===== config.mk =====
export PLATFORM = sky130hd
export DESIGN_NAME = pc_sequencer
export DESIGN_NICKNAME = d
export VERILOG_FILES = /design/src/rtl/pc_sequencer.sv
export SDC_FILE = /design/constraint.sdc
export NUM_CORES = 1
export LEC_CHECK = 0
export ABC_AREA = 1
export CAP_MARGIN = 20
export CORE_ASPECT_RATIO = 0.5
export CORE_MARGIN = 2
export CORE_UTILIZATION = 50
export CTS_BUF_LIST = sky130_fd_sc_hd__clkbuf_4
export CTS_CLUSTER_SIZE = 30
export DETAILED_ROUTE_END_ITERATION = 8
export GPL_ROUTABILITY_DRIVEN = 0
export GPL_TIMING_DRIVEN = 1
export PLACE_DENSITY = 0.82
export SETUP_SLACK_MARGIN = 0.3
export SYNTH_ARGS = -nofsm -noshare
export SYNTH_HDL_FRONTEND = slang
export SYNTH_SLANG_ARGS = --single-unit

===== constraint.sdc =====
create_clock -name clk -period 2.2 [get_ports clk]
set_clock_uncertainty 0.05 [all_clocks]
set_input_delay 0.66 -clock clk [delete_from_list [all_inputs] [get_ports clk]]
set_output_delay 0.66 -clock clk [all_outputs]
set_load 0.02 [all_outputs]

===== src/rtl/pc_sequencer.sv =====
// Fetch-side program counter sequencer: registered pc, {Z,N,C,V} status flags,
// a return-address stack for CALL/RET, and a run/halted/fault state machine.
module pc_sequencer #(
    parameter int ADDR_W      = 8,
    parameter int STACK_DEPTH = 4
) (
    input  logic                           clk,
    input  logic                           rst,
    input  logic [3:0]                     branch_op,
    input  logic [ADDR_W-1:0]              target,
    input  logic                           flag_we,
    input  logic [3:0]                     alu_flags,
    output logic [ADDR_W-1:0]              pc,
    output logic [3:0]                     status,
    output logic [$clog2(STACK_DEPTH):0]   sp,
    output logic                           halted,
    output logic                           fault
);

    localparam int PTR_W = $clog2(STACK_DEPTH);
    localparam int SP_W  = PTR_W + 1;
    localparam logic [SP_W-1:0] SP_FULL = SP_W'(STACK_DEPTH);

    localparam logic [3:0] OP_NEXT = 4'd0;
    localparam logic [3:0] OP_JMP  = 4'd1;
    localparam logic [3:0] OP_JEQ  = 4'd2;
    localparam logic [3:0] OP_JNE  = 4'd3;
    localparam logic [3:0] OP_JGT  = 4'd4;
    localparam logic [3:0] OP_JLT  = 4'd5;
    localparam logic [3:0] OP_JGE  = 4'd6;
    localparam logic [3:0] OP_JLE  = 4'd7;
    localparam logic [3:0] OP_JCS  = 4'd8;
    localparam logic [3:0] OP_JOV  = 4'd9;
    localparam logic [3:0] OP_CALL = 4'd10;
    localparam logic [3:0] OP_RET  = 4'd11;
    localparam logic [3:0] OP_HALT = 4'd12;

    typedef enum logic [1:0] {
        ST_RUN    = 2'd0,
        ST_HALTED = 2'd1,
        ST_FAULT  = 2'd2
    } state_t;

    state_t                           state_q, state_d;
    logic [ADDR_W-1:0]                pc_q, pc_d, pc_inc;
    logic [SP_W-1:0]                  sp_q, sp_d;
    logic [3:0]                       status_q;
    logic [STACK_DEPTH-1:0][ADDR_W-1:0] stack_q;
    logic [PTR_W-1:0]                 wr_idx, top_idx;
    logic                             push;
    logic                             cond_taken;
    logic                             z, n, c, v;

    assign pc_inc  = pc_q + ADDR_W'(1);
    assign wr_idx  = sp_q[PTR_W-1:0];
    assign top_idx = PTR_W'(sp_q - SP_W'(1));
    assign {z, n, c, v} = status_q;

    // Conditions look at the flags held before this edge, so a same-cycle
    // flag_we cannot influence the branch it accompanies.
    always_comb begin
        cond_taken = 1'b0;
        case (branch_op)
            OP_JEQ:  cond_taken = z;
            OP_JNE:  cond_taken = !z;
            OP_JGT:  cond_taken = !z && !n;
            OP_JLT:  cond_taken = n;
            OP_JGE:  cond_taken = !n;
            OP_JLE:  cond_taken = z || n;
            OP_JCS:  cond_taken = c;
            OP_JOV:  cond_taken = v;
            default: cond_taken = 1'b0;
        endcase
    end

    always_comb begin
        pc_d    = pc_q;
        sp_d    = sp_q;
        state_d = state_q;
        push    = 1'b0;
        if (state_q == ST_RUN) begin
            case (branch_op)
                OP_JMP: pc_d = target;
                OP_JEQ, OP_JNE, OP_JGT, OP_JLT,
                OP_JGE, OP_JLE, OP_JCS, OP_JOV:
                    pc_d = cond_taken ? target : pc_inc;
                OP_CALL: begin
                    if (sp_q == SP_FULL) begin
                        state_d = ST_FAULT;
                    end else begin
                        push = 1'b1;
                        sp_d = sp_q + SP_W'(1);
                        pc_d = target;
                    end
                end
                OP_RET: begin
                    if (sp_q == '0) begin
                        state_d = ST_FAULT;
                    end else begin
                        sp_d = sp_q - SP_W'(1);
                        pc_d = stack_q[top_idx];
                    end
                end
                OP_HALT: state_d = ST_HALTED;
                default: pc_d = pc_inc;
            endcase
        end
    end

    always_ff @(posedge clk or posedge rst) begin
        if (rst) begin
            state_q  <= ST_RUN;
            pc_q     <= '0;
            sp_q     <= '0;
            status_q <= '0;
        end else begin
            state_q <= state_d;
            pc_q    <= pc_d;
            sp_q    <= sp_d;
            if (flag_we) status_q <= alu_flags;
        end
    end

    // Stack storage carries no reset; entries above sp are never read.
    always_ff @(posedge clk) begin
        if (push && !rst) stack_q[wr_idx] <= pc_inc;
    end

    assign pc     = pc_q;
    assign status = status_q;
    assign sp     = sp_q;
    assign halted = (state_q == ST_HALTED);
    assign fault  = (state_q == ST_FAULT);

endmodule

* Word-level counts from Yosys, hierarchy flattened *
Index checks and enable logic that the tools add are counted.

operators by class
  $add $sub $neg = 3
  magnitude comparators = 3
  eq/ne operators = 19
  multiplexer cells = 19
  bitwise gates (word level) = 1
  reduce and logical (&&, ||, !) cells = 15

operators with widths
  operator                                              number
  2-to-1 mux 8 bit                                      5
  one-hot mux 8 bit (5 select lines)                    1
  bitwise mux 32 bit                                    1
  equality test 4 bit (second input constant)           5
  binary-select mux 8 bit (select 2 bit)                1
  demux 8 bit (select 2 bit)                            1
  equality test 4 x 3 -> 1 bit (second input constant)  4
  AND reduction 4 bit                                   3
  adder 8 x 1 -> 8 bit (second input constant)          1
  equality test 4 x 2 -> 1 bit (second input constant)  2
  != test 2 bit (second input constant)                 4
  one-hot mux 1 bit (8 select lines)                    1
  OR reduction 8 bit                                    1
  < comparator 2 x 3 -> 1 bit (second input constant)   2
  2-to-1 mux 3 bit                                      2
  one-hot mux 2 bit (3 select lines)                    1
  one-hot mux 3 bit (2 select lines)                    1
  equality test 4 x 1 -> 1 bit (second input constant)  1
  2-to-1 mux 2 bit                                      2
  adder 3 x 1 -> 3 bit (second input constant)          1
  equality test 3 bit (second input constant)           1
  logical AND 1 bit                                     3
  logical NOT 1 bit                                     3
  logical NOT 3 bit                                     1
  other kinds (10)                                      12

storage, ports and cells
  bits in registers = 49
  input bits = 19
  output and inout port bits = 17
  word-level logic and storage cells = 68

* Logic depth before layout (Yosys ltp) *
  depth in word-level cells = 5
  depth in mapped cells = 12
  mapped depth without buffers = 11

* Worst setup path after synthesis *
OpenSTA, ideal clock, no wires.

  kind = register -> register
  start point = reg sp_q[0] (netlist: sp[0])
  end point = reg stack_q[10] (netlist bit), enable pin
  library setup time = 0.371 ns
  data arrival time = 2.053 ns
  data required time = 1.779 ns
  slack = -0.274 ns
  cell stages (with the launch flop) = 8
  buffers on the path = 2
  clock period less this slack = 2.474 ns
  path through = dfrtp_1 buf_2 clkinv_1 buf_2 ha_1 a21oi_1 nand3_1 nor2_1

between the ends
  longest elaborated chain between the ends = 5

ends and longest elaborated chain
  what                             RTL line  RTL
  from (decl)                      46        logic [SP_W-1:0] sp_q, sp_d;
  from (signal assigned)           119       sp_q <= sp_d;
  equality test 3 bit              88        if (sp_q == SP_FULL) begin
  2-to-1 mux 1 bit                 88
  2-to-1 mux 1 bit                 82        case (branch_op)
  2-to-1 mux 1 bit                 81        if (state_q == ST_RUN) begin
  logical AND 1 bit                126       if (push && !rst) stack_q[wr_idx] <= pc_inc;
  to (signal, indexed assignment)  126
  to (decl)                        48        logic [STACK_DEPTH-1:0][ADDR_W-1:0] stack_q;

Every way passes these cells.
A chain may end at the register's enable or synchronous reset.

* Worst setup path after layout *
  start point = reg pc_q[0] (netlist: pc[0])
  end point = out pc[0]

RTL lines
  what                    RTL line  RTL
  from (decl)             45        logic [ADDR_W-1:0] pc_q, pc_d, pc_inc;
  from (signal assigned)  118       pc_q <= pc_d;
  to (decl)               13        output logic [ADDR_W-1:0] pc,

No word-level cell between the ends.

==> key figures <==
Status
  • Status: finished clean

Worst setup path
  • R2r setup slk: 0.45 ns
  • Buf+Inv Stages, Crit Path: 1
  • Worst-path maximum fanout: 4
  • R2R cell count: 11
  • Worst r2r src: pc[0]
  • CP arrival: 1.14 ns
  • CP top delay family: flip-flops
  • Req. time, crit path: 1.49 ns
  • CP Class: register to primary output
  • Critical path's largest stage delay: 0.45 ns
  • Crit start category: register
  • Critical path origin: pc[0]
  • CP endpoint kind: primary output
  • Worst-path cell chain: dlygate4sd2_1
  • Critical Path End: pc[0]
  • Slowest cell on crit path: dfrtp_2
  • WP depth: 1
  • RR Endpoint: pc[6]

Pwr
  • Clk network pwr share: 0.279
  • Tot Pwr: 1594 uW
  • P_int: 1186 uW
  • Peak supply drop: 0.2653 mV
  • Switching pwr: 408.0 uW
  • P_leak: 0.001493 uW
  • Power Density: 483.0 mW/mm^2
  • Sequential power share: 0.618
  • Logic gate share of total power: 0.103
  • Sw frac: 0.2560

Final layout
  • Util after Layout: 0.6690
  • Layout cell share with drive strength beyond 1: 0.2028
  • Area Overhead vs Synth: 29.14%
  • # diodes: 0
  • Nets: 384
  • Final Cell Area: 0.003299 sq mm

Synthesis
  • Cell Area, Synth: 0.002555 sq mm
  • Ys async rst share: 0.3469
  • Yosys top cell by area: edfxtp_1
  • Sequential area share after synthesis: 0.5426
  • Cells after synthesis: 296
  • Post-synth top flop: edfxtp_1
  • Flop and latch count out of synthesis: 49
  • Yosys Warn Count: 0
  • Post-synth EDFFs: 32
  • Synthesized Nets: 321
  • Area contributors post-synth: edfxtp_1 (38%), dfrtp_1 (17%), nand2_1 (13%)
  • Post-synth top area share: 0.3761
  • Most common cell in the netlist: nand2_1
  • Synth cell types: 27
  • Syn avg cell area: 8.632 sq um
  • Top cells by count, synth: nand2_1 (91), nand3_1 (42), nor2_1 (41)

Timing
  • Max-slew headroom: 0.6536
  • Hold WS: 0.4973 ns
  • Worst slew pin tran: 0.5160 ns
  • FMAX: 539.6 MHz
  • RSZ-0062 raised after global routing: false
  • Fin. max-slew vios: 0
  • Fin. Hold Viols: 0
  • Tcrit/Tclk final: 0.8424
  • Setup Viol. Count Final: 0
  • Post-layout minimum cycle time: 1.853 ns

Global route
  • Vias in the first global route: 2113
  • Initial antenna violation count: 0
  • Largest net degree at the start of global routing: 20
  • Global Route Usage Sum: 0.2266
  • First-pass GRT wire length: 9.687 mm
  • GR Overflow Total: 0

Floorplan
  • Core footprint: 0.004932 sq mm
  • Chip Width: 105.1 um
  • FP Rows: 18
  • Ports: 36
  • Die Y: 54.55 um
  • Initial cell density of the core: 0.5180
  • DIE AREA: 0.005732 sq mm

Routing
  • Post-route DRC: 0
  • DRT iter0 DRCs: 262
  • Routed Antenna Nets: 0
  • Vias per cell: 5.142
  • Avg WL per Cell: 14.14 um
  • Total wire length: 6.082 mm
  • First drt pass iteration count: 5
  • Vias: 2211

Placed design
  • Dpl cell area: 0.003173 sq mm
  • Port bufs: 35
  • DP Wirelength: 4.415 mm

Clock tree
  • Clock sinks: 49
  • Clk_lat worst skew: 0.37 ns
  • Worst-path clk slew: 0.15 ns
  • CTS Buf Count: 5
  • Clock tree buffer depth: 2
  • Root buffer selected by CTS: clkbuf_4
  • CTS tree: built
  • H-tree Lvls: 2

Hold path
  • Worst Hold Class: register to register

Run
  • MaxCap Viol Count: 0
==> cell families (layout without fill, tap and decap cells) <==
group | count (synthesis) | count (layout) | share of synthesized area
and+or+nand+nor | 188 | 188 | 0.3213
DFF | 49 | 49 | 0.5426
AOI/OAI and AO/OA | 10 | 10 | 0.02105
xor gates and xnor gates | 6 | 6 | 0.02057
muxes | 2 | 2 | 0.008814
adders and majority gates | 6 | 6 | 0.02938
buffers and inverters | 35 | 99 | 0.05631
==> final cells by class <==
class,count,area (sq um)
Fill cell,342,1633
Sequential cell,49,1394
Multi-Input combinational cell,212,1104
Timing Repair Buffer,62,533.0
Inverter,29,118.9
Tap cell,70,87.58
Clock buffer,5,37.54
Clock inverter,3,25.02
==> how the worst min path moves through the flow <==
stage	cells after the start	endpoint	from	slack, ns
after floorplan	2	state_q[0]	state_q[0]	0.43
after CTS	2	state_q[1]	state_q[1]	0.50
after global routing	2	state_q[1]	state_q[1]	0.55
after detailed placement	2	state_q[1]	state_q[1]	0.47
after global placement	2	state_q[1]	state_q[1]	0.45
final	2	state_q[1]	state_q[1]	0.50
==> registers in the layout, summed over array words and instances, names as in the netlist <==
register  count
pc            8
state_q       2
stack_q      32
status        4
sp            3
==> what timing repair did <==
item | 4_1_cts | 5_1_grt
hold buffers | 0 | 0
setup buffers | 5 | 4
pin swaps | 3 | 2
gates resized for setup | 32 | 16
setup endpoints to repair | 58 | 17
==> stage by stage <==
step | cells | TNS (ns) | setup WS (ns)
2_1_floorplan | 296 | 0 | 0.3178
3_3_place_gp | 413 | -7.330 | -0.2011
3_5_place_dp | 413 | -9.611 | -0.2522
4_1_cts | 426 | 0 | 0.2030
5_1_grt | 430 | 0 | 0.2174
6_report | 430 | 0 | 0.3467
==> placed cells by master (no fill, tap or decap), drive strengths merged <==
cell | synthesis | final
a21oi | 1 | 1
buf | 5 | 28
clkbuf | 1 | 8
clkdlybuf4s15 | 0 | 7
clkdlybuf4s50 | 0 | 14
clkinv | 2 | 2
clkinvlp | 0 | 2
dfrtp | 17 | 17
dlygate4sd2 | 0 | 10
edfxtp | 32 | 32
ha | 6 | 6
inv | 27 | 28
mux2 | 2 | 2
nand2 | 94 | 94
nand3 | 44 | 44
nand3b | 2 | 2
nand4 | 2 | 2
nor2 | 45 | 45
nor3 | 1 | 1
o21ai | 9 | 9
xnor2 | 1 | 1
xor2 | 5 | 5
==> per-layer routing <==
layer / GRT usage / vias to the layer above / routed length, um
li1: - / 1085 / -
met1: 0.2840 / 1024 / 2685
met2: 0.4026 / 94 / 2943
met3: 0.04881 / 8 / 395
met4: 0.08444 / 0 / 58
met5: 0 / - / 0
==> power by group through the flow <==
stage | Sequential, uW | Combinational, uW | Clock, uW
4_1_cts | 985 | 160 | 455
5_1_grt | 987 | 181 | 492
3_3_place_gp | 1000 | 161 | 0
6_report | 985 | 164 | 445
2_1_floorplan | 1010 | 68.5 | 0
3_5_place_dp | 1000 | 165 | 0
Power figures use the tool's default switching activity.
